[src/rtl/lsu_bus_adapter_if.sv]
// rtl/lsu_bus_adapter_if.sv - word bus bundle between the load/store adapter and memory
//
// Signals:
//   bus_req    request, held until bus_gnt
//   bus_we     1 = write
//   bus_addr   word-aligned byte address
//   bus_be     byte enables
//   bus_wdata  lane-replicated store data
//   bus_gnt    request accepted
//   bus_rvalid read data / write ack valid
//   bus_rdata  read word
// Modports: master (adapter side), slave (memory side).

interface lsu_bus_adapter_if;
  logic        bus_req;
  logic        bus_we;
  logic [31:0] bus_addr;
  logic [3:0]  bus_be;
  logic [31:0] bus_wdata;
  logic        bus_gnt;
  logic        bus_rvalid;
  logic [31:0] bus_rdata;

  modport master (
    output bus_req, bus_we, bus_addr, bus_be, bus_wdata,
    input  bus_gnt, bus_rvalid, bus_rdata
  );

  modport slave (
    input  bus_req, bus_we, bus_addr, bus_be, bus_wdata,
    output bus_gnt, bus_rvalid, bus_rdata
  );
endinterface

[src/rtl/lsu_bus_adapter.sv]
// rtl/lsu_bus_adapter.sv - load/store unit bridging core memory ops to a req/gnt/rvalid word bus
//
// Ports:
//   clk, reset            clock, asynchronous active-high reset
//   mem_read, mem_write   core access request (level, held while stall=1)
//   addr, writeData       byte address and store data
//   s_sel, ld_sel         store size / load type
//   rd_data               formatted load result, valid in the DONE cycle
//   stall                 freeze PC and register writeback
//   misaligned            one-cycle pulse, access rejected
//   bus_err               one-cycle pulse, access aborted by timeout
//   bus                   word bus (master modport)

module lsu_bus_adapter #(
  parameter int unsigned TIMEOUT_CYCLES = 255
) (
  input  logic                     clk,
  input  logic                     reset,
  input  logic                     mem_read,
  input  logic                     mem_write,
  input  logic [31:0]              addr,
  input  logic [31:0]              writeData,
  input  logic [1:0]               s_sel,
  input  logic [2:0]               ld_sel,
  output logic [31:0]              rd_data,
  output logic                     stall,
  output logic                     misaligned,
  output logic                     bus_err,
  lsu_bus_adapter_if.master        bus
);

  typedef enum logic [1:0] {IDLE, REQ, WAIT, DONE} state_t;

  localparam logic [7:0] TMO_LAST = 8'(TIMEOUT_CYCLES - 1);

  state_t      state;
  logic [7:0]  tmo_cnt;
  logic [2:0]  ld_sel_q;
  logic [1:0]  lo_q;

  logic        req_any;
  logic        is_half;
  logic        is_word;
  logic        aligned;
  logic        launch;
  logic [3:0]  be_c;
  logic [31:0] wdata_c;

  // Request decode; stores take priority when both strobes are high.
  always_comb begin
    is_half = 1'b0;
    is_word = 1'b0;
    if (mem_write) begin
      is_half = (s_sel == 2'b01);
      is_word = s_sel[1];
    end else begin
      case (ld_sel)
        3'b000, 3'b100: is_word = 1'b0;
        3'b001, 3'b101: is_half = 1'b1;
        default:        is_word = 1'b1;
      endcase
    end
  end

  always_comb begin
    be_c    = 4'b0001 << addr[1:0];
    wdata_c = {4{writeData[7:0]}};
    if (is_word) begin
      be_c    = 4'b1111;
      wdata_c = writeData;
    end else if (is_half) begin
      be_c    = addr[1] ? 4'b1100 : 4'b0011;
      wdata_c = {2{writeData[15:0]}};
    end
  end

  assign aligned = is_word ? (addr[1:0] == 2'b00) : (is_half ? ~addr[0] : 1'b1);

  // Reset masks the combinational paths so stall/misaligned read 0 while reset is held.
  assign req_any    = (mem_read | mem_write) & ~reset;
  assign launch     = (state == IDLE) & req_any & aligned;
  assign misaligned = (state == IDLE) & req_any & ~aligned;
  assign stall      = launch | (state == REQ) | (state == WAIT);

  function automatic logic [31:0] format_load(input logic [2:0]  sel,
                                              input logic [1:0]  lo,
                                              input logic [31:0] word);
    logic [7:0]  b;
    logic [15:0] h;
    case (lo)
      2'd0:    b = word[7:0];
      2'd1:    b = word[15:8];
      2'd2:    b = word[23:16];
      default: b = word[31:24];
    endcase
    h = lo[1] ? word[31:16] : word[15:0];
    case (sel)
      3'b000:  return {{24{b[7]}}, b};
      3'b001:  return {{16{h[15]}}, h};
      3'b100:  return {24'h0, b};
      3'b101:  return {16'h0, h};
      default: return word;
    endcase
  endfunction

  always_ff @(posedge clk or posedge reset) begin
    if (reset) begin
      state         <= IDLE;
      tmo_cnt       <= 8'd0;
      ld_sel_q      <= 3'd0;
      lo_q          <= 2'd0;
      rd_data       <= 32'd0;
      bus_err       <= 1'b0;
      bus.bus_req   <= 1'b0;
      bus.bus_we    <= 1'b0;
      bus.bus_addr  <= 32'd0;
      bus.bus_be    <= 4'd0;
      bus.bus_wdata <= 32'd0;
    end else begin
      bus_err <= 1'b0;
      case (state)
        IDLE: begin
          if (launch) begin
            state         <= REQ;
            tmo_cnt       <= 8'd0;
            rd_data       <= 32'd0;
            ld_sel_q      <= ld_sel;
            lo_q          <= addr[1:0];
            bus.bus_req   <= 1'b1;
            bus.bus_we    <= mem_write;
            bus.bus_addr  <= {addr[31:2], 2'b00};
            bus.bus_be    <= be_c;
            bus.bus_wdata <= wdata_c;
          end
        end
        REQ: begin
          tmo_cnt <= tmo_cnt + 8'd1;
          // An exhausted budget wins over a grant arriving in the same cycle.
          if (tmo_cnt == TMO_LAST) begin
            state       <= DONE;
            bus.bus_req <= 1'b0;
            bus_err     <= 1'b1;
            rd_data     <= 32'd0;
          end else if (bus.bus_gnt) begin
            state       <= WAIT;
            bus.bus_req <= 1'b0;
          end
        end
        WAIT: begin
          tmo_cnt <= tmo_cnt + 8'd1;
          if (bus.bus_rvalid) begin
            state <= DONE;
            if (!bus.bus_we) rd_data <= format_load(ld_sel_q, lo_q, bus.bus_rdata);
          end else if (tmo_cnt == TMO_LAST) begin
            state   <= DONE;
            bus_err <= 1'b1;
            rd_data <= 32'd0;
          end
        end
        DONE: begin
          // Request is deliberately not sampled here so the completed access is not relaunched.
          state   <= IDLE;
          rd_data <= 32'd0;
        end
        default: state <= IDLE;
      endcase
    end
  end

endmodule

[src/flat_wrapper.sv]
// flat-port wrapper written by rule: the top's interface ports become plain ports
module lsu_bus_adapter_flat 
#(
  parameter int unsigned TIMEOUT_CYCLES = 255
)
  (clk, reset, mem_read, mem_write, addr, writeData, s_sel, ld_sel, rd_data, stall, misaligned, bus_err, bus_bus_req, bus_bus_we, bus_bus_addr, bus_bus_be, bus_bus_wdata, bus_bus_gnt, bus_bus_rvalid, bus_bus_rdata);
  lsu_bus_adapter_if bus_i ();
  input  logic clk;
  input  logic reset;
  input  logic mem_read;
  input  logic mem_write;
  input  logic [31:0] addr;
  input  logic [31:0] writeData;
  input  logic [1:0] s_sel;
  input  logic [2:0] ld_sel;
  output logic [31:0] rd_data;
  output logic stall;
  output logic misaligned;
  output logic bus_err;
  output wire logic [$bits(bus_i.bus_req)-1:0] bus_bus_req;
  output wire logic [$bits(bus_i.bus_we)-1:0] bus_bus_we;
  output wire logic [$bits(bus_i.bus_addr)-1:0] bus_bus_addr;
  output wire logic [$bits(bus_i.bus_be)-1:0] bus_bus_be;
  output wire logic [$bits(bus_i.bus_wdata)-1:0] bus_bus_wdata;
  input wire logic [$bits(bus_i.bus_gnt)-1:0] bus_bus_gnt;
  input wire logic [$bits(bus_i.bus_rvalid)-1:0] bus_bus_rvalid;
  input wire logic [$bits(bus_i.bus_rdata)-1:0] bus_bus_rdata;
  assign bus_bus_req = bus_i.bus_req;
  assign bus_bus_we = bus_i.bus_we;
  assign bus_bus_addr = bus_i.bus_addr;
  assign bus_bus_be = bus_i.bus_be;
  assign bus_bus_wdata = bus_i.bus_wdata;
  assign bus_i.bus_gnt = bus_bus_gnt;
  assign bus_i.bus_rvalid = bus_bus_rvalid;
  assign bus_i.bus_rdata = bus_bus_rdata;
  lsu_bus_adapter #(.TIMEOUT_CYCLES(TIMEOUT_CYCLES)) u_core (.clk(clk), .reset(reset), .mem_read(mem_read), .mem_write(mem_write), .addr(addr), .writeData(writeData), .s_sel(s_sel), .ld_sel(ld_sel), .rd_data(rd_data), .stall(stall), .misaligned(misaligned), .bus_err(bus_err), .bus(bus_i));
endmodule
[config.mk]
export PLATFORM = sky130hd
export DESIGN_NAME = lsu_bus_adapter_flat
export DESIGN_NICKNAME = d
export VERILOG_FILES = /design/src/rtl/lsu_bus_adapter_if.sv /design/src/rtl/lsu_bus_adapter.sv /design/src/flat_wrapper.sv
export SDC_FILE = /design/constraint.sdc
export NUM_CORES = 1
export LEC_CHECK = 0
export ABC_AREA = 1
export BUFFER_PORTS_ARGS = -buffer_cell sky130_fd_sc_hd__buf_2
export CAP_MARGIN = 0
export CORE_ASPECT_RATIO = 0.6
export CORE_MARGIN = 2
export CORE_UTILIZATION = 50
export CTS_CLUSTER_DIAMETER = 150
export DETAILED_ROUTE_END_ITERATION = 8
export GPL_TIMING_DRIVEN = 0
export PLACE_DENSITY_LB_ADDON = 0.1
export SLEW_MARGIN = 20
export SYNTH_ARGS = -nofsm -noshare
export SYNTH_HDL_FRONTEND = slang
export SYNTH_SLANG_ARGS = --single-unit
[constraint.sdc]
create_clock -name clk -period 4.7 [get_ports clk]
set_input_delay 0.94 -clock clk [delete_from_list [all_inputs] [get_ports clk]]
set_output_delay 0.94 -clock clk [all_outputs]
set_load 0.005 [all_outputs]
### Word level (Yosys, flattened, before mapping)

Index checks and enable logic that the tools add are counted.

| cells by class | value |
|---|---|
| bitwise operators | 10 |
| muxes and demuxes | 34 |
| shifts and indexed selects | 1 |
| equality and inequality tests | 17 |
| reductions and logical operators | 15 |
| div/mod/pow operators | 0 |
| add/sub/neg operators | 1 |
| $mul | 0 |
| order comparisons | 0 |

Operators by type and width:

| kind | number |
|---|---|
| 32-bit one-hot mux with 4 select lines | 2 |
| 32-bit 2-to-1 mux | 6 |
| 8-bit one-hot mux with 3 select lines | 1 |
| 16-bit 2-to-1 mux | 1 |
| 8-bit one-hot mux with 2 select lines | 1 |
| 3-bit == test (second input constant) | 4 |
| 4-bit 2-to-1 mux | 3 |
| 1-bit 2-to-1 mux | 11 |
| 2-bit 2-to-1 mux | 5 |
| 3-bit != test (second input constant) | 3 |
| 8-bit by 1-bit adder with 8-bit output (second input constant) | 1 |
| 8-bit == test (second input constant) | 1 |
| 8-bit 2-to-1 mux | 1 |
| 2-bit one-hot mux with 4 select lines | 1 |
| 2-bit by 1-bit == test with 1-bit output (second input constant) | 3 |
| 2-bit == test (second input constant) | 3 |
| 3-bit by 1-bit == test with 1-bit output (second input constant) | 2 |
| 2-bit logical NOT | 3 |
| 3-bit logical NOT | 2 |
| 2-bit AND reduction | 3 |
| 3-bit AND reduction | 2 |
| 1-bit bitwise AND | 4 |
| 1-bit one-hot mux with 2 select lines | 2 |
| 2-bit nonzero test | 2 |
| 6 further kinds | 11 |

| storage, ports and cells | value |
|---|---|
| memories kept | 0 |
| bits of input ports | 107 |
| bits in registers | 116 |
| memory bits (writable) | 0 |
| latch bits | 0 |
| memory bits (read-only) | 0 |

### Depth between registers and ports, before layout

Gate-level depths: netlist of the first run.

| depth | value |
|---|---|
| word-level depth | 9 |
| mapped depth | 11 |
| gate-level depth less buffers | 10 |

### Worst setup path after synthesis of the first run

Ideal clock, no wire load.

| timing path | value |
|---|---|
| path kind | input to output |
| start | input ld_sel[1] |
| end | output stall |
| cell stages on the path | 7 |
| path slack | 1.863 ns |
| data arrival time | 1.897 ns |
| path through | inv_1 o21ai_2 nand2_2 nand3_4 buf_6 buf_2 nand3_1 |

| on the way | value |
|---|---|
| longest elaborated chain between the ends | 9 |
| elaborated cells on any way between the ends | 15 |

RTL lines:

| item | line | RTL |
|---|---|---|
| start: declaration | flat_wrapper.sv:15 | `input logic [2:0] ld_sel;` |
| 3-bit by 1-bit == test with 1-bit output or 3-bit == test (tied branches) | lsu_bus_adapter.sv:57 | `case (ld_sel)` |
| 2-bit OR reduction | -- |  |
| 1-bit 2-to-1 mux | lsu_bus_adapter.sv:57 |  |
| 1-bit 2-to-1 mux | lsu_bus_adapter.sv:53 | `if (mem_write) begin` |
| 1-bit 2-to-1 mux | lsu_bus_adapter.sv:77 | `assign aligned = is_word ? (addr[1:0] == 2'b00) : (is_half ? ~addr[0] : 1'b1);` |
| 1-bit 2-to-1 mux * | lsu_bus_adapter.sv:77 |  |
| 1-bit bitwise AND * | lsu_bus_adapter.sv:81 | `assign launch = (state == IDLE) & req_any & aligned;` |
| 1-bit bitwise OR * (2 in series) | lsu_bus_adapter.sv:83 | `assign stall = launch \| (state == REQ) \| (state == WAIT);` |
| end: declaration | flat_wrapper.sv:17 | `output logic stall;` |

Mark *: on every way between the ends. The rest lies on a longest branch, timed or not.

### Worst setup path in the final report of the first run

| timing path | value |
|---|---|
| start | input mem_write |
| end | output stall |

| on the way | value |
|---|---|
| longest elaborated chain between the ends | 6 |
| elaborated cells on any way between the ends | 10 |

RTL lines:

| item | line | RTL |
|---|---|---|
| start: declaration | flat_wrapper.sv:11 | `input logic mem_write;` |
| 1-bit bitwise OR or 1-bit 2-to-1 mux (tied branches) | lsu_bus_adapter.sv:80, lsu_bus_adapter.sv:53 |  |
| 1-bit bitwise AND or 1-bit 2-to-1 mux (tied branches) | lsu_bus_adapter.sv:80, lsu_bus_adapter.sv:77 |  |
| 1-bit bitwise AND or 1-bit 2-to-1 mux (tied branches) | lsu_bus_adapter.sv:81, lsu_bus_adapter.sv:77 |  |
| 1-bit bitwise AND * | lsu_bus_adapter.sv:81 |  |
| 1-bit bitwise OR * (2 in series) | lsu_bus_adapter.sv:83 |  |

Marks and branches as above.

==> results of run 1 <==
[sequential cells by signal, indices dropped and copies added (netlist names)]
signal	flops
u_core.bus.bus_addr	30
u_core.lo_q	2
u_core.bus.bus_wdata	32
u_core.bus.bus_we	1
u_core.ld_sel_q	3
u_core.bus.bus_req	1
u_core.state	2
u_core.rd_data	32
u_core.bus_err	1
u_core.bus.bus_be	4
u_core.tmo_cnt	8
[kinds of logic (layout without fill, tap and decap cells)]
kind of cell    Yosys count  in the layout  synth area share [%]
simple gates            434            434                  32.5
flops                   116            116                  51.4
compound gates           83             83                  8.43
buf+inv                  77            319                  6.15
fa+ha+maj                 6              6                  1.33
other cells               1              2                0.0664
xor+xnor                  1              1                 0.155
[metrics by stage]
step	cells	worst slack [ns]	util [%]	total power, W	setup TNS (ns)
floorplan	719	0.688	-	0.00272	0
global placement	1072	-0.650	61.7	0.00342	-74.91
detailed placement	1073	1.30	62.0	0.00350	0
CTS	1105	1.26	67.5	0.00485	0
global route	1105	1.15	67.5	0.00519	0
finish	1105	1.24	67.5	0.00487	0
[worst paths after layout]
check                      slack [ns]                                start                                   to  cells after the start
min in group asynchronous        0.59                                reset     u_core.bus.bus_be[1]$_DFFE_PP0P_                      2
max in group asynchronous        3.43                                reset       u_core.rd_data[29]$_DFFE_PP0P_                      3
hold reg to reg                  0.47  u_core.bus.bus_wdata[6]$_DFFE_PP0P_  u_core.bus.bus_wdata[6]$_DFFE_PP0P_                      2
hold / removal                   0.47  u_core.bus.bus_wdata[6]$_DFFE_PP0P_  u_core.bus.bus_wdata[6]$_DFFE_PP0P_                      2
setup / recovery                 1.24                            mem_write                                stall                      8
setup reg to reg                 2.41          u_core.state[0]$_DFFE_PP0P_        u_core.rd_data[6]$_DFFE_PP0P_                      9
[per-layer routing]
| layer | share of wire (%) | routed length, um | vias up | track usage [%] |
|---|---|---|---|---|
| met3 | 9.4 | 1690 | 33 | 9.39 |
| met5 | 0 | 0 | - | 0 |
| met4 | 1.8 | 327 | 0 | 10.3 |
| met2 | 44 | 7870 | 278 | 44.6 |
| met1 | 45 | 8090 | 2802 | 42.2 |
| li1 | - | - | 2761 | - |
[cell type report]
cell class | count | area, um2
Sequential cell | 116 | 2900
Timing Repair Buffer | 210 | 1070
Buffer | 34 | 186
Multi-Input combinational cell | 526 | 2400
Fill cell | 952 | 3630
Clock buffer | 18 | 429
Tap cell | 144 | 180
Inverter | 43 | 166
Clock inverter | 14 | 179
[synth_stat cells, drive strengths merged]
cell type,instances
o211ai,11
a21boi,2
a21oi,9
buf,26
or2,17
o21ai,51
o21bai,1
conb,1
dfrtp,116
nor3,3
ha,6
nand4,20
a22oi,2
clkbuf,8
nand2,291
nor2,57
o21a,1
inv,42
clkinv,1
o22ai,5
nand3,46
xor2,1
a31oi,1
[worst max-delay path: stages]
cell,delay (ns)
buf_2,0.15
o21ai_2,0.42
nand2_2,0.15
nand3_4,0.19
buf_6,0.17
buf_2,0.27
nand3_1,0.09
buf_2,0.14
[power breakdown]
group          internal [W]  total, W  switching (W)  leakage, nW
clock network      0.000839   0.00134       0.000499        0.287
logic              0.000741   0.00193        0.00119         2.43
registers           0.00137   0.00160       0.000232         1.49
total               0.00295   0.00487        0.00192         4.20
[cells in the final DEF (no fill, tap or decap), types with 2 or more instances in the layout]
master,instances
nand2_1,286
buf_2,226
dfrtp_1,116
nor2_1,56
nand3_1,43
inv_1,39
o21ai_0,36
nand4_1,20
or2_2,17
clkbuf_16,17
o21ai_1,13
o211ai_1,11
clkbuf_1,9
a21oi_1,8
buf_4,6
ha_1,6
nand2_2,5
o22ai_1,5
clkinv_4,5
inv_6,3
bufinv_16,3
clkinvlp_4,3
nor3_1,2
nand3_2,2
o21ai_2,2
buf_6,2
inv_2,2
a21boi_0,2
a22oi_1,2
conb_1,2
==> metrics.md, run 1 <==
| Metric | Value |
|---|---|
| Status | complete, no violations |
| Post-Syn Area | 0.00565 mm2 |
| DR vias | 5,874 |
| Final RePlAce weighted congestion | 0.913 |
| Placed inst area | 0.00691 mm2 |
| Peak supply drop | 0.000330 V |
| Number of CTS-inserted buffers | 17 |
| Leakage | 4.20 nW |
| Hold slack final | 0.475 ns |
| Yosys top cell area share | 51.4% |
| Max_cap viols | 0 |
| CTS clk-pin slew, worst paths | 0.06 ns |
| CP startpoint kind | input port |
| Worst slew margin | 48.6% |
| Min Clock Period, post-route | 3.46 ns |
| Routed wire length | 18,000 um |
| Final setup viols | 0 |
| P&R area growth vs syn | 33.1% |
| CP Data Required Time | 3.76 ns |
| I/O Buffers | 209 |
| Share of cells above drive strength 1 | 31.1% |
| Least-Margin Pin Slew | 0.768 ns |
| Synth Area per Inst | 7.87 um2 |
| Final Slew Violations | 0 |
| 1st-iter DRT viols | 499 |
| Routed len/inst | 16.3 um |
| Flip-flop and latch count after synthesis | 116 |
| Synth cell types | 35 |
| Die width | 141 um |
| Final Instance Area | 0.00752 mm2 |
| Antenna diodes | 0 |
| Unrepaired setup endpoints after global routing | no |
| Initial Utilization | 50.7% |
| Power Dens Cells | 647 mW/mm2 |
| Dpl hpwl | 13,400 um |
| Tot GR Track Use | 30.1% |
| Top cells by area, synth | dfrtp_1 (51%), nand2_1 (19%), nand3_1 (3.8%) |
| Die Span Y | 86.4 um |
| Post-CTS setup buffer count | 0 |
| Root Driver | clkbuf_16 |
| Die area | 0.0122 mm2 |
| Nets@finish | 1,061 |
| Largest net degree at the start of global routing | 66 |
| Vias per cell | 5.32 |
| Gr ovfl total | 0 |
| Core area | 0.0111 mm2 |
| I/O pin count | 212 |
| CTS tree | built |
| YS warnings | 0 |
| Synth area leader | dfrtp_1 |
| Final Skew | 0.0135 ns |
| CTS Sinks | 116 |
| H-tree Lvls | 4 |
| Final Hold Fails | 0 |
| Antenna Nets Post-Route | 0 |
| Vias in the first global route | 5,594 |
| Synthesized instance count | 718 |
| Resize count post-CTS | 0 |
| DRC | 0 |
| Pre-antenna DRT Iters | 6 |
| CTS max path bufs | 2 |
| Initial antenna violation count | 0 |
| Final Cycle Share | 73.7% |
| Hold buffer count at CTS | 0 |
| Worst-Skew Late Latency | 0.42 ns |
| First-pass GRT wire length | 28,200 um |
| Worst EP arrival | 2.52 ns |
| Critical Path Fanout Max | 10 |
| CP endpoint kind | output port |
| Sequential fraction of the synthesis area | 51.4% |
| Max Fclk | 289 MHz |
| Critical path type | in -> out |
| HP Class | reg -> reg |
| Row cnt | 30 |
Power figures use the tool's default switching activity.
==> run 2, diff against run 1 <==
Settings changed: CORE_UTILIZATION 50 to 45.
Clock period 4.7 ns to 3 ns, I/O delays scaled along.
==> run 2 against run 1 <==
Die area up 11%. First-iteration DRC count down 9.4%. Non-clock buffer count up 2. Core utilization down 5.2 points. Cell count up 2.0%. Via count down 4.3%. Hold slack worse by 0.17 ns. Critical path depth unchanged. Sequential cell count unchanged.
==> metrics.md, run 2 (same netlist as run 1, synthesis figures left out) <==
| Metric | Value |
|---|---|
| Initial Utilization | 46.6% (-4.1 points) |
| CP startpoint kind | flip-flop |
| Final Skew | 0.00892 ns (-0.00460 ns) |
| FF-to-FF setup slack | 0.78 ns (-1.63 ns) |
| Number of CTS-inserted buffers | 17 (unchanged) |
| HP Class | in -> async |
| Most frequent cells in the layout | nand2_1 (286), buf_2 (225), dfrtp_1 (116) |
| Worst-Skew Late Latency | 0.41 ns (about the same) |
| Biggest regs | u_core.bus.bus_wdata: 32 flops, u_core.rd_data: 32 flops, u_core.bus.bus_addr: 30 flops |
| Worst EP arrival | 2.06 ns (-0.46 ns) |
| Critical Path Fanout Max | 19 (+9) |
| Largest net degree at the start of global routing | 35 (-47%) |
| Vias per cell | 4.99 (-6.1%) |
| Die area | 0.0135 mm2 (+11%) |
| Routed len/inst | 15.1 um (-7.1%) |
| Max_cap viols | 0 (unchanged) |
| Pre-CTS WS | 0.212 ns (-1.09 ns) |
| Vias in the first global route | 5,148 (-8.0%) |
| I/O pin count | 212 (unchanged) |
| Root Driver | clkbuf_16 |
| Share of cells above drive strength 1 | 31.4% (+0.28 points) |
| Row cnt | 31 (+3.3%) |
| Critical path type | reg -> out |
| Max Fclk | 376 MHz |
| Commonest non-fill, non-tap cell in the layout | nand2_1 |
| Final Instance Area | 0.00756 mm2 (+0.57%) |
| TNS Setup | 0 ns (unchanged) |
| Sequential cell area | 0.00290 mm2 (unchanged) |
| P&R area growth vs syn | 33.8% |
| Unrepaired setup endpoints after global routing | no |
| Multi-input gate area | 0.00241 mm2 (+0.10%) |
| Die width | 149 um (+5.3%) |
| CTS clk-pin slew, worst paths | 0.06 ns (about the same) |
| Final worst slack | 0.338 ns (-0.901 ns) |
| Antenna diodes | 0 (unchanged) |
| I/O Buffers | 209 (unchanged) |
| Tot GR Track Use | 26.1% (-4.0 points) |
| Initial antenna violation count | 0 (unchanged) |
| Pre-antenna DRT Iters | 5 (-1) |
| Final Cycle Share | 88.7% |
| Worst R2R End | u_core.rd_data[22]$_DFFE_PP0P_ |
| R2R depth | 7 (-2) |
| H-tree Lvls | 4 (unchanged) |
| Antenna Nets Post-Route | 0 (unchanged) |
| Nets@finish | 1,063 (+0.19%) |
| Worst slew margin | 51.7% (+3.0 points) |
| Dpl hpwl | 13,000 um (-3.1%) |
| Min Clock Period, post-route | 2.66 ns |
| Peak supply drop | 0.000428 V (+30%) |
| First-pass GRT wire length | 27,300 um (-3.4%) |
| CP Data Required Time | 2.40 ns (-1.36 ns) |
| Final Hold Fails | 0 (unchanged) |
| CP endpoint kind | output port |
| CTS Sinks | 116 (unchanged) |
| Placed inst area | 0.00697 mm2 (+0.83%) |
| Least-Margin Pin Slew | 0.722 ns (-0.0455 ns) |
| DRC | 0 (unchanged) |
| Final Slew Violations | 0 (unchanged) |
| 1st-iter DRT viols | 452 (-9.4%) |
| Power Dens Cells | 990 mW/mm2 (+53%) |
| Core area | 0.0121 mm2 (+8.9%) |
| Gr ovfl total | 0 (unchanged) |
| CTS max path bufs | 2 (unchanged) |
| Reg2Reg Launch Point | u_core.state[0]$_DFFE_PP0P_ |
| Routed wire length | 17,000 um (-5.2%) |
| Final setup viols | 0 (unchanged) |
| Leakage | 4.20 nW (+0.12%) |
| Fillers | 1,099 (+15%) |
| Die Span Y | 90.8 um (+5.2%) |
| Final RePlAce weighted congestion | 0.928 (+1.7%) |
| Hold buffer count at CTS | 0 (unchanged) |
| CTS tree | built |
| DR vias | 5,624 (-4.3%) |
| Status | complete, no violations |
-- run 2: what timing repair did --
| item | 4_1_cts | 5_1_grt |
|---|---|---|
| gates resized for setup | 0 | 1 |
| buffers inserted | 0 | 1 |
| setup endpoints to repair | 0 | 1 |
-- run 2: worst max path at each step --
| stage | slack (ns) | depth (start not counted) | end | startpoint |
|---|---|---|---|---|
| after floorplan | 0.84 | 7 | stall | ld_sel[1] |
| after global placement | 0.15 | 2 | u_core.bus.bus_addr[24]$_DFFE_PP0P_ | reset |
| after detailed placement | 0.21 | 8 | stall | mem_write |
| after CTS | 0.08 | 9 | stall | u_core.state[0]$_DFFE_PP0P_ |
| after global routing | 0.19 | 8 | stall | u_core.state[0]$_DFFE_PP0P_ |
| final | 0.34 | 8 | stall | u_core.state[0]$_DFFE_PP0P_ |
-- run 2: area by class of cell --
cell class              count  area share [%]
plain buffers              33            2.40
clock buffers              18            5.81
repair buffers            213            14.7
well taps                 165            2.73
inverters                  43            2.18
flip-flops and latches    116            38.4
clock inverters            13            1.97
multi-input cells         526            31.8
-- run 2: critical path: stages, from the launching register on --
cell     delay (ns)
dfrtp_1        0.42
inv_1          0.12
ha_2           0.22
inv_1          0.09
nor3_4         0.24
nand3_4        0.16
buf_6          0.21
nand3_1        0.08
buf_2          0.12
-- run 2: routing by layer --
metal | vias up | track usage (%) | wire length, um
li1 | 2769 | - | -
met1 | 2594 | 40.5 | 8340
met2 | 235 | 34.4 | 6900
met3 | 26 | 7.73 | 1530
met4 | 0 | 7.94 | 282
met5 | - | 0 | 0
-- run 2: report_power, final --
| group | switching [W] | internal (W) |
|---|---|---|
| Combinational | 0.00181 | 0.00117 |
| Sequential | 0.000350 | 0.00215 |
| Clock | 0.000761 | 0.00125 |
-- run 2: per-stage QoR --
| step | power, W | utilization [%] | hold WS, ns | instances |
|---|---|---|---|---|
| final | 0.00749 | 62.3 | 0.308 | 1127 |
| after global routing | 0.00803 | 62.3 | 0.338 | 1127 |
| after CTS | 0.00751 | 62.3 | 0.309 | 1127 |
| after detailed placement | 0.00546 | 57.4 | 0.461 | 1096 |
| after global placement | 0.00545 | 56.9 | 0.456 | 1093 |
| after floorplan | 0.00427 | - | 0.465 | 719 |
==> run 3, diff against run 2 <==
Settings changed: ABC_CLOCK_PERIOD_IN_PS set to 3000, CELL_PAD_IN_SITES_DETAIL_PLACEMENT set to 0, CELL_PAD_IN_SITES_GLOBAL_PLACEMENT set to 1, CORE_UTILIZATION 45 to 32.
==> run 3 against run 2 <==
Die area is 39% higher. Combinational power is 3% higher. Sequential power hardly changed. Clock-buffer cell count is 1 higher. Core utilization is 18 points lower. Cell area is 1.3% higher. Via count is 3.6% lower. Register-to-register slack worse by 0.02 ns. Largest power group unchanged.
==> metrics.md, run 3 (same netlist as run 1, synthesis figures left out) <==
| Metric | Value |
|---|---|
| DRC | 0 (unchanged) |
| Dpl hpwl | 14,700 um (+13%) |
| Die width | 176 um (+18%) |
| Number of CTS-inserted buffers | 17 (unchanged) |
| HP Class | in -> async |
| Final Slew Violations | 0 (unchanged) |
| Worst R2R End | u_core.rd_data[15]$_DFFE_PP0P_ |
| Initial Utilization | 32.8% (-14 points) |
| Peak supply drop | 0.000448 V (+4.5%) |
| Placed inst area | 0.00706 mm2 (+1.2%) |
| CTS tree | built |
| Initial antenna violation count | 0 (unchanged) |
| Power Dens Cells | 998 mW/mm2 (+0.81%) |
| 1st-iter DRT viols | 348 (-23%) |
| R2R depth | 9 (+2) |
| Reg2Reg Launch Point | u_core.state[0]$_DFFE_PP0P_ |
| Max_cap viols | 0 (unchanged) |
| Routed len/inst | 15.9 um (+5.1%) |
| Max Fclk | 374 MHz (-0.55%) |
| P&R area growth vs syn | 35.6% |
| Vias in the first global route | 5,267 (+2.3%) |
| Min Clock Period, post-route | 2.68 ns (+0.0147 ns) |
| Hold slack final | 0.322 ns (+0.0138 ns) |
| Biggest regs | u_core.bus.bus_wdata: 32 flops, u_core.rd_data: 32 flops, u_core.bus.bus_addr: 30 flops |
| Fillers | 1,812 (+65%) |
| Final Cycle Share | 89.2% (+0.49 points) |
| CP Data Required Time | 2.40 ns (about the same) |
| Unrepaired setup endpoints after global routing | no |
| Least-Margin Pin Slew | 0.786 ns (+0.0643 ns) |
| Final Instance Area | 0.00767 mm2 (+1.3%) |
| CP endpoint kind | output port |
| Final Hold Fails | 0 (unchanged) |
| Row cnt | 37 (+19%) |
| I/O pin count | 212 (unchanged) |
| Worst slew margin | 47.4% (-4.3 points) |
| Commonest non-fill, non-tap cell in the layout | nand2_1 |
| Largest net degree at the start of global routing | 34 (-2.9%) |
| H-tree Lvls | 4 (unchanged) |
| Critical Path Fanout Max | 19 (unchanged) |
| Leakage | 4.22 nW (+0.36%) |
| Worst-Skew Late Latency | 0.41 ns (about the same) |
| Die Span Y | 107 um (+18%) |
| Critical path type | reg -> out |
| Final RePlAce weighted congestion | 0.829 (-11%) |
| TNS Setup | 0 ns (unchanged) |
| Die area | 0.0188 mm2 (+39%) |
| Gr ovfl total | 0 (unchanged) |
| Nets@finish | 1,063 (unchanged) |
| FF-to-FF setup slack | 0.76 ns (-0.02 ns) |
| I/O Buffers | 209 (unchanged) |
| Worst EP arrival | 2.08 ns (+0.02 ns) |
| Final Skew | 0.0162 ns (+0.00724 ns) |
| Hold buffer count at CTS | 0 (unchanged) |
| Vias per cell | 4.53 (-9.2%) |
| Share of cells above drive strength 1 | 31.2% (-0.24 points) |
| Pre-antenna DRT Iters | 5 (unchanged) |
| CTS clk-pin slew, worst paths | 0.05 ns (about the same) |
| Antenna Nets Post-Route | 0 (unchanged) |
| Tot GR Track Use | 21.0% (-5.0 points) |
| Status | complete, no violations |
| Routed wire length | 19,000 um (+12%) |
| CTS max path bufs | 2 (unchanged) |
| DR vias | 5,423 (-3.6%) |
| First-pass GRT wire length | 29,800 um (+9.4%) |
| Antenna diodes | 0 (unchanged) |
| CP startpoint kind | flip-flop |
| CTS Sinks | 116 (unchanged) |
| Most frequent cells in the layout | nand2_1 (286), buf_2 (225), dfrtp_1 (116) |
| Root Driver | clkbuf_16 |
| Core area | 0.0172 mm2 (+42%) |
| Final setup viols | 0 (unchanged) |
[run 3: metrics by stage]
| stage | total power [W] | utilization [%] | instances | setup WS (ns) |
|---|---|---|---|---|
| global placement | 0.00558 | 40.6 | 1162 | 0.0392 |
| detailed placement | 0.00556 | 41.0 | 1165 | 0.176 |
| global route | 0.00826 | 44.5 | 1197 | 0.156 |
| floorplan | 0.00427 | - | 719 | 0.843 |
| CTS | 0.00772 | 44.5 | 1197 | 0.0595 |
| finish | 0.00765 | 44.5 | 1197 | 0.323 |
[run 3: where the power goes]
group | internal [W] | switching, W
sequential | 0.00215 | 0.000331
combinational | 0.00117 | 0.00189
clock | 0.00132 | 0.000791
total | 0.00464 | 0.00302
[run 3: worst max-delay path by stage]
stage,from,end,cells past startpoint
2_1_floorplan,ld_sel[1],stall,7
3_3_place_gp,reset,u_core.bus.bus_addr[18]$_DFFE_PP0P_,2
3_5_place_dp,mem_write,stall,8
4_1_cts,u_core.state[0]$_DFFE_PP0P_,stall,9
5_1_grt,u_core.state[0]$_DFFE_PP0P_,stall,8
6_report,u_core.state[0]$_DFFE_PP0P_,stall,8
[run 3: worst max-delay path, cell delays in order, from the launching register on]
cell and delay (ns):
dfrtp_1 0.42, inv_1 0.12, ha_1 0.21, inv_1 0.11, nor3_4 0.25, nand3_4 0.16, buf_6 0.21, nand3_1 0.09
buf_2 0.11
[run 3: timing repair]
action                                  4_1_cts  5_1_grt
setup buffers                                 0        1
gates resized for setup                       0        0
endpoints found under the setup margin        0        1
[run 3: area by class of cell]
class / instances / area, um2 / share of cell area [%]
clock inverters: 13 / 173 / 2.25
multi-input cells: 526 / 2400 / 31.4
repair buffers: 213 / 1110 / 14.5
clock buffers: 19 / 433 / 5.65
well taps: 234 / 293 / 3.82
flip-flops and latches: 116 / 2900 / 37.9
plain buffers: 33 / 181 / 2.37
inverters: 43 / 165 / 2.15
[run 3: metal layers]
| layer | vias to the layer above | wire length, um | global-route usage, % | part of all wire, % |
|---|---|---|---|---|
| li1 | 2770 | - | - | - |
| met5 | - | 0 | 0 | 0 |
| met1 | 2480 | 10200 | 33.1 | 54 |
| met4 | 0 | 210 | 4.96 | 1.1 |
| met2 | 157 | 7140 | 27.1 | 38 |
| met3 | 16 | 1480 | 6.88 | 7.8 |
